$ cat src/rtl/place_flip_engine.sv
// Places a piece for the side to move, then walks the 8 directions one cell per cycle,
// flipping every bracketed opponent run. Reports legality, flip count and the new board.
module place_flip_engine #(
  parameter int BOARD_DIM = 8,
  parameter int CELL_W    = 3,
  parameter int BOARD_W   = BOARD_DIM*BOARD_DIM*CELL_W,
  parameter int IDX_W     = $clog2(BOARD_DIM*BOARD_DIM)
) (
  input  logic               clk,
  input  logic               reset,
  input  logic               start,
  input  logic [BOARD_W-1:0] curr_board,
  input  logic [IDX_W-1:0]   index,
  input  logic               player_black,
  output logic               busy,
  output logic               done,
  output logic               legal,
  output logic [IDX_W:0]     flip_count,
  output logic [BOARD_W-1:0] result_board
);
  // Handshake: start is taken only in IDLE; busy stays high from that edge until done,
  // a single-cycle pulse carrying legal/flip_count/result_board. A start in the done
  // cycle is accepted.
  localparam int CELLS = BOARD_DIM*BOARD_DIM;
  localparam int RC_W  = $clog2(BOARD_DIM) + 1;
  localparam logic [RC_W-1:0]  DIM_RC  = RC_W'(BOARD_DIM);
  localparam logic [IDX_W:0]   CELLS_C = (IDX_W+1)'(CELLS);
  localparam logic [IDX_W:0]   ONE     = (IDX_W+1)'(1);

  typedef enum logic [1:0] {IDLE, CHECK, SCAN, FLIP} state_t;
  state_t state;

  logic [BOARD_W-1:0] cap_board, work_board, board_nxt, fin_board;
  logic [IDX_W-1:0]   idx_q;
  logic               blk_q;
  logic [RC_W-1:0]    tgt_r, tgt_c, pos_r, pos_c, fr, fc;
  logic [RC_W-1:0]    nxt_r, nxt_c, f1_r, f1_c, fn_r, fn_c;
  logic [2:0]         dir;
  logic [IDX_W:0]     run_len, flip_left, cnt, cnt_nxt;
  logic [CELL_W-1:0]  own_code, opp_code, nxt_cell;
  logic               off_board, tgt_occ, dir_end, to_flip;

  // Deltas are encoded 2'b01 = +1, 2'b11 = -1, 2'b00 = hold; rows grow downwards.
  function automatic logic [RC_W-1:0] step(input logic [RC_W-1:0] v, input logic [1:0] d);
    case (d)
      2'b01:   step = v + RC_W'(1);
      2'b11:   step = v - RC_W'(1);
      default: step = v;
    endcase
  endfunction

  function automatic logic [1:0] row_d(input logic [2:0] d);
    case (d)
      3'd0, 3'd1, 3'd7: row_d = 2'b11;
      3'd3, 3'd4, 3'd5: row_d = 2'b01;
      default:          row_d = 2'b00;
    endcase
  endfunction

  function automatic logic [1:0] col_d(input logic [2:0] d);
    case (d)
      3'd1, 3'd2, 3'd3: col_d = 2'b01;
      3'd5, 3'd6, 3'd7: col_d = 2'b11;
      default:          col_d = 2'b00;
    endcase
  endfunction

  function automatic int addr(input logic [RC_W-1:0] r, input logic [RC_W-1:0] c);
    addr = BOARD_DIM*int'(r) + int'(c);
  endfunction

  always_comb begin
    own_code = {1'b1, {(CELL_W-2){1'b1}}, blk_q};
    opp_code = {1'b1, {(CELL_W-2){1'b1}}, ~blk_q};
    nxt_r = step(pos_r, row_d(dir));
    nxt_c = step(pos_c, col_d(dir));
    f1_r  = step(tgt_r, row_d(dir));
    f1_c  = step(tgt_c, col_d(dir));
    fn_r  = step(fr, row_d(dir));
    fn_c  = step(fc, col_d(dir));
    // Stepping below 0 wraps to a large value, so one unsigned compare catches both edges.
    off_board = (nxt_r >= DIM_RC) || (nxt_c >= DIM_RC);
    nxt_cell = '0;
    if (!off_board) nxt_cell = work_board[addr(nxt_r, nxt_c)*CELL_W +: CELL_W];
    tgt_occ = 1'b0;
    if ({1'b0, idx_q} < CELLS_C) tgt_occ = cap_board[idx_q*CELL_W + (CELL_W-1)];
    cnt_nxt = cnt;
    if (state == FLIP && flip_left == ONE) cnt_nxt = cnt + run_len;
    board_nxt = work_board;
    if (state == FLIP) board_nxt[addr(fr, fc)*CELL_W +: CELL_W] = own_code;
    fin_board = board_nxt;
    fin_board[idx_q*CELL_W +: CELL_W] = own_code;
    dir_end = 1'b0;
    to_flip = 1'b0;
    if (state == SCAN) begin
      if (!off_board && nxt_cell == opp_code) dir_end = 1'b0;
      else if (!off_board && nxt_cell == own_code && run_len != '0) to_flip = 1'b1;
      else dir_end = 1'b1;
    end else if (state == FLIP && flip_left == ONE) begin
      dir_end = 1'b1;
    end
  end

  always_ff @(posedge clk) begin
    if (reset) begin
      state        <= IDLE;
      busy         <= 1'b0;
      done         <= 1'b0;
      legal        <= 1'b0;
      flip_count   <= '0;
      result_board <= '0;
      cap_board    <= '0;
      work_board   <= '0;
      idx_q        <= '0;
      blk_q        <= 1'b0;
      tgt_r        <= '0;
      tgt_c        <= '0;
      pos_r        <= '0;
      pos_c        <= '0;
      fr           <= '0;
      fc           <= '0;
      dir          <= '0;
      run_len      <= '0;
      flip_left    <= '0;
      cnt          <= '0;
    end else begin
      done <= 1'b0;
      case (state)
        IDLE: if (start) begin
          cap_board  <= curr_board;
          work_board <= curr_board;
          idx_q      <= index;
          blk_q      <= player_black;
          tgt_r      <= RC_W'(int'(index) / BOARD_DIM);
          tgt_c      <= RC_W'(int'(index) % BOARD_DIM);
          busy       <= 1'b1;
          state      <= CHECK;
        end
        CHECK: begin
          if (tgt_occ || {1'b0, idx_q} >= CELLS_C) begin
            legal        <= 1'b0;
            flip_count   <= '0;
            result_board <= cap_board;
            done         <= 1'b1;
            busy         <= 1'b0;
            state        <= IDLE;
          end else begin
            dir     <= '0;
            run_len <= '0;
            cnt     <= '0;
            pos_r   <= tgt_r;
            pos_c   <= tgt_c;
            state   <= SCAN;
          end
        end
        SCAN: begin
          if (to_flip) begin
            fr        <= f1_r;
            fc        <= f1_c;
            flip_left <= run_len;
            state     <= FLIP;
          end else if (!dir_end) begin
            run_len <= run_len + ONE;
            pos_r   <= nxt_r;
            pos_c   <= nxt_c;
          end
        end
        FLIP: begin
          work_board <= board_nxt;
          cnt        <= cnt_nxt;
          flip_left  <= flip_left - ONE;
          fr         <= fn_r;
          fc         <= fn_c;
        end
        default: state <= IDLE;
      endcase
      if (dir_end) begin
        run_len <= '0;
        pos_r   <= tgt_r;
        pos_c   <= tgt_c;
        if (dir == 3'd7) begin
          done       <= 1'b1;
          busy       <= 1'b0;
          state      <= IDLE;
          flip_count <= cnt_nxt;
          if (cnt_nxt != '0) begin
            legal        <= 1'b1;
            result_board <= fin_board;
          end else begin
            legal        <= 1'b0;
            result_board <= cap_board;
          end
        end else begin
          dir   <= dir + 3'd1;
          state <= SCAN;
        end
      end
    end
  end
endmodule

$ cat config.mk
export PLATFORM = sky130hd
export DESIGN_NAME = place_flip_engine
export DESIGN_NICKNAME = d
export VERILOG_FILES = /design/src/rtl/place_flip_engine.sv
export SDC_FILE = /design/constraint.sdc
export NUM_CORES = 2
export LEC_CHECK = 0
export CAP_MARGIN = 20
export CORE_MARGIN = 2
export CORE_UTILIZATION = 47
export DETAILED_ROUTE_END_ITERATION = 12
export PLACE_DENSITY = 0.66
export SLEW_MARGIN = 20
export SYNTH_ARGS = -nofsm -noshare
export SYNTH_HDL_FRONTEND = slang
export SYNTH_SLANG_ARGS = --single-unit
$ cat constraint.sdc
create_clock -name clk -period 8.81 [get_ports clk]
set_input_delay 1.3215 -clock clk [delete_from_list [all_inputs] [get_ports clk]]
set_output_delay 1.3215 -clock clk [all_outputs]
set_load 0.03 [all_outputs]
Word level (Yosys, flattened, before mapping)
Index checks and enable logic that the tools add are counted.

operators by class
  add/sub/neg operators = 21
  multipliers = 3
  $lt $le $gt $ge = 3
  equal/unequal tests = 27
  shifts and indexed selects = 5
  mux-type cells = 75
  bitwise logic cells = 1
  reductions and logical operators = 30

operators by type and width
  operator                    count
  $mux W192                   7
  $bwmux W192                 2
  $pmux W192 S2               1
  $shift A3 B33 Y192 const A  1
  $shift A3 B34 Y192 const A  1
  $shiftx A192 B11 Y3         1
  $shiftx A3 B33 Y192         1
  $shiftx A3 B34 Y192         1
  $pmux W4 S2                 10
  $mux W7                     8
  $pmux W7 S2                 3
  $neg A8 Y34                 1
  $neg A10 Y33                1
  $mux W4                     8
  $mux W1                     21
  $mul A8 B2 Y10 const B      2
  $add A4 B1 Y4 const B       4
  $add A7 B4 Y8               2
  $sub A4 B1 Y4 const B       4
  $mux W3                     5
  $reduce_and A3 Y1           5
  $reduce_bool A7 Y1          2
  $eq A3 B3 Y1 const B        4
  $ne A3 B3 Y1 const B        4
  other kinds (35)            66

word-level totals
  register bits = 641
  bits of input ports = 202
  output and inout bits = 202
  logic and storage cells = 185

Depth between registers and ports, before layout
  depth in word-level cells = 18
  gate-level depth with buffers = 25

Least setup slack after synthesis
Ideal clock, no wire load.

  path kind = register -> register
  start point = register dir[1]
  end point = register result_board[127]
  setup time = 134 ps
  arrival = 5,264 ps
  data required time = 8,676 ps
  setup slack = 3,412 ps
  stages on the path, launching flop included = 26
  clock period less this slack = 5,398 ps
  path through = dfxtp_1 inv_1 ha_1 o21a_1 nor2_1 inv_1 ha_1 a21oi_1 a211o_1 a21oi_1 xor2_1 ha_1 ha_1 nand2_1 a21oi_1 nand3_1 nand2_1 or4_1 or4_1 nand2_1 o31a_1 buf_2 nand2_1 clkbuf_1 nor3b_1 a211oi_1

between the ends
  longest elaborated chain between the ends = 16

RTL lines
  item                                                 RTL line     RTL
  from (decl)                                          38           logic [2:0] dir;
  from (signal assigned)                               194          dir <= dir + 3'd1;
  $eq A3 B3 Y1 (tied with other cells)                 53, 61, 181
  $reduce_or A3 Y1 (on tied branches)                  61, 53
  $pmux W2 S2 (on tied branches)                       61, 53
  $eq A2 B2 Y1 / $eq A2 B1 Y1 (equally long branches)  45           case (d)
  $pmux W4 S2                                          45
  $add A7 B4 Y8                                        69           addr = BOARD_DIM*int'(r) + int'(c);
  $mul A8 B2 Y10                                       84           if (!off_board) nxt_cell = work_board[addr(nxt_r, nxt_c)*CELL_W +: CELL_W];
  $shiftx A192 B11 Y3                                  84
  $mux W3                                              84
  $eq A3 B3 Y1                                         97           else if (!off_board && nxt_cell == own_code && run_len != '0) to_flip = 1'b1;
  $logic_and A1 B1 Y1 (2 in a row)                     97
  $mux W1                                              97
  $mux W1                                              96           if (!off_board && nxt_cell == opp_code) dir_end = 1'b0;
  $mux W1                                              95           if (state == SCAN) begin
  $mux W192 (*)                                        177          if (dir_end) begin
  to (signal assigned)                                 143          result_board <= cap_board;
  to (signal assigned)                                 188          result_board <= fin_board;
  to (signal assigned)                                 191          result_board <= cap_board;
  to (decl)                                            19           output logic [BOARD_W-1:0] result_board

Mark *: on every way between the ends. The rest lies on a longest branch, timed or not.
A chain may end at the register's enable or synchronous reset.

Worst setup path after layout
  start point = register dir[1]
  end point = register result_board[93]

The elaborated chain is that of the path after synthesis.

==> flow_summary.yaml <==
synthesis:
  synthTopCellsByCount: "nand2_1 (748), dfxtp_1 (635), a21oi_1 (487), nor2_1 (459), clkbuf_1 (285)"
  yosys_warnings: 0
  yosysMostFrequentCell: "nand2_1"
  syn_avg_cell_area_um2: 7.948
  synthDistinctLibCells: 87
  synth_edf_count: 0
  synth_seq_area_share: 0.3743
  yosysTopAreaCellShare: 0.3743
  synth_cells: 4273
  yosysTopAreaCell: "dfxtp_1"
  synthFlopType: "dfxtp_1"
  synth.cell_area_um2: 33960
  ys_ff_latch: 635
  synthArstFlopShare: 0
  synth_nets: 4532
  ys_top_cells_by_area: "dfxtp_1 (37%), nand2_1 (8.3%), a21oi_1 (7.2%)"
timing:
  setup_tns_ps: 0
  fin_crit_sh: 0.8870
  fin_worst_skew_ps: 42.41
  maxSlewHeadroom: 0.1311
  fmax_mhz: 128.0
  rsz0062_at_grt: "no"
  tightestPinTransition_ps: 1299
  final-setup-viol-count: 0
  fin_crit_ps: 7814
  slew_violations: 0
  fin_ws_ps: 995.9
  hold_viol: 0
  whs_ps: 467.1
run:
  drv_cap: 0
floorplanning:
  die_x_um: 272.8
  core_um2: 71490
  dieArea_um2: 74430
  ios: 404
  die_y_um: 272.8
  rows: 98
  start_util: 0.4751
setup_path:
  cp-start-kind: "flip-flop"
  crit_required_ps: 9380
  cp_max_fo: 35
  worstSetupPathType: "flip-flop to flip-flop"
  cp-end-kind: "flip-flop"
  reg2regPathDepth: 19
  cp.arrival_ps: 8380
placement:
  port_buffers: 403
  place_congestion: 1.050
  dp_hpwl_um: 102600
  place_ws_ps: 1121
power:
  peakVddDrop_uv: 183.9
  swShare: 0.4316
  seqPwrFrac: 0.335
  p_int_uw: 7404
  power_frac_clock: 0.252
  powerDensity_nw_per_um2: 316.8
  leakagePower_uw: 0.01466
  power.switching_uw: 5623
  combinationalPowerShare: 0.414
global_routing:
  grt_max_degree: 183
  grt_antenna_before_repair: 9
  grt-ovfl-total: 0
  grt_pass1_vias: 33210
  grt_pass1_wl_um: 217700
  track_usage: 0.3872
clock_tree:
  clkLatencyLatePin_ps: 650
  post_cts_buffers: 0
  cts.sinks: 635
  holdBufCountCts: 0
  clk_pin_slew_worst_paths_ps: 70
  h-tree-depth: 3
  tritoncts: "done"
  ctsResizeCount: 0
  cts_buffers: 73
  root_buffer: "clkbuf_16"
  max-clock-path-buffers: 3
drt:
  drt_first_pass_iters: 8
  final_antenna_net_count: 0
  vias: 35920
  drc: 0
  routedWlPerCell_um: 27.35
  routed_wirelength_um: 149600
  drtIter0Drc: 4706
  viasPerCell: 6.565
final_layout:
  drive_gt1_frac: 0.1060
  syn_to_final_growth_pct: 21.08
  fillCellCount: 6540
  final_nets: 4720
hold_path:
  hp-class: "flip-flop to flip-flop"
  whs_path_depth: 2
outcome:
  status: "complete, no violations"
critical path, cell delays in order (launching register included):
cell	delay [ps]
dfxtp_1	390
inv_1	120
ha_1	230
o21a_1	220
nor2_1	390
inv_1	270
fa_2	1250
nand2b_1	200
nand2_1	410
mux4_2	620
and3_1	200
a2111oi_1	910
a32oi_1	270
nand2_1	290
o31ai_4	130
buf_4	300
nor2_4	570
buf_4	470
o311ai_0	250
a31oi_1	170
through the flow:
| stage | cell area (um^2) | total power (uW) | cells | utilization |
|---|---|---|---|---|
| floorplan | 33960 | 7444 | 4273 | - |
| global placement | 38510 | 9538 | 5334 | 0.5386 |
| detailed placement | 38510 | 9577 | 5334 | 0.5386 |
| CTS | 41090 | 12830 | 5468 | 0.5747 |
| global route | 41120 | 13460 | 5470 | 0.5752 |
| finish | 41120 | 13030 | 5471 | 0.5752 |
cells by family (layout without fill, tap and decap cells):
group / Yosys count / count (layout) / share of synthesized area
mux: 235 / 235 / 0.09048
other cells: 0 / 1 / 0
flops: 635 / 635 / 0.3743
simple gates: 1598 / 1598 / 0.1995
buf+inv: 434 / 681 / 0.05117
compound gates: 1271 / 1271 / 0.2507
fa+ha+maj: 57 / 57 / 0.02211
xor+xnor: 43 / 43 / 0.01172
power by group through the flow:
stage / combinational (uW) / clock, uW / sequential (uW)
floorplan: 2980 / 0 / 4470
global placement: 5170 / 0 / 4370
detailed placement: 5210 / 0 / 4370
CTS: 5230 / 3280 / 4320
global route: 5660 / 3390 / 4410
finish: 5390 / 3280 / 4360
cell usage in the layout (no fill, tap or decap), drive strengths merged, types with 21 or more instances in the layout:
cell,instances
a211oi,75
a21oi,487
a221oi,24
a22oi,55
a31oi,39
a32oi,28
buf,76
clkbuf,107
clkdlybuf4s50,402
dfxtp,635
ha,52
inv,68
mux2,56
mux2i,128
mux4,51
nand2,748
nand3,102
nand4,21
nor2,461
nor3,107
o211ai,61
o21ai,146
o221a,115
o221ai,71
o22ai,80
or3,48
xnor2,28
worst paths after layout:
path         slack (ps)          start                to
max                1000         dir[1]  result_board[93]
min reg2reg         470  cap_board[75]  result_board[75]
max reg2reg        1000         dir[1]  result_board[93]
min                 470  cap_board[75]  result_board[75]
metal layers:
| metal | global-route usage | vias to the layer above | wire (um) |
|---|---|---|---|
| met5 | 0.004493 | - | 123 |
| li1 | - | 15950 | - |
| met3 | 0.1040 | 557 | 17600 |
| met1 | 0.4952 | 17110 | 56950 |
| met4 | 0.2159 | 14 | 9533 |
| met2 | 0.5911 | 2287 | 65430 |
area by class of cell:
class | instances | area [um^2] | area share
Sequential cell | 635 | 12720 | 0.3093
Inverter | 68 | 260.3 | 0.006329
Clock inverter | 28 | 385.4 | 0.009371
Multi-Input combinational cell | 3204 | 19700 | 0.4790
Antenna cell | 1 | 2.502 | 0.00006085
Tap cell | 950 | 1189 | 0.02891
Timing Repair Buffer | 479 | 4672 | 0.1136
Clock buffer | 106 | 2195 | 0.05337
flip-flops by register name, indices dropped and copies added (netlist names), 2 cells and up:
| register | cells |
|---|---|
| fc | 4 |
| flip_count | 7 |
| idx_q | 6 |
| cap_board | 192 |
| state | 2 |
| pos_c | 4 |
| pos_r | 4 |
| cnt | 7 |
| fr | 4 |
| result_board | 192 |
| flip_left | 7 |
| dir | 3 |
| work_board | 192 |
| run_len | 7 |
No activity file was read; power rests on OpenSTA's default activity.
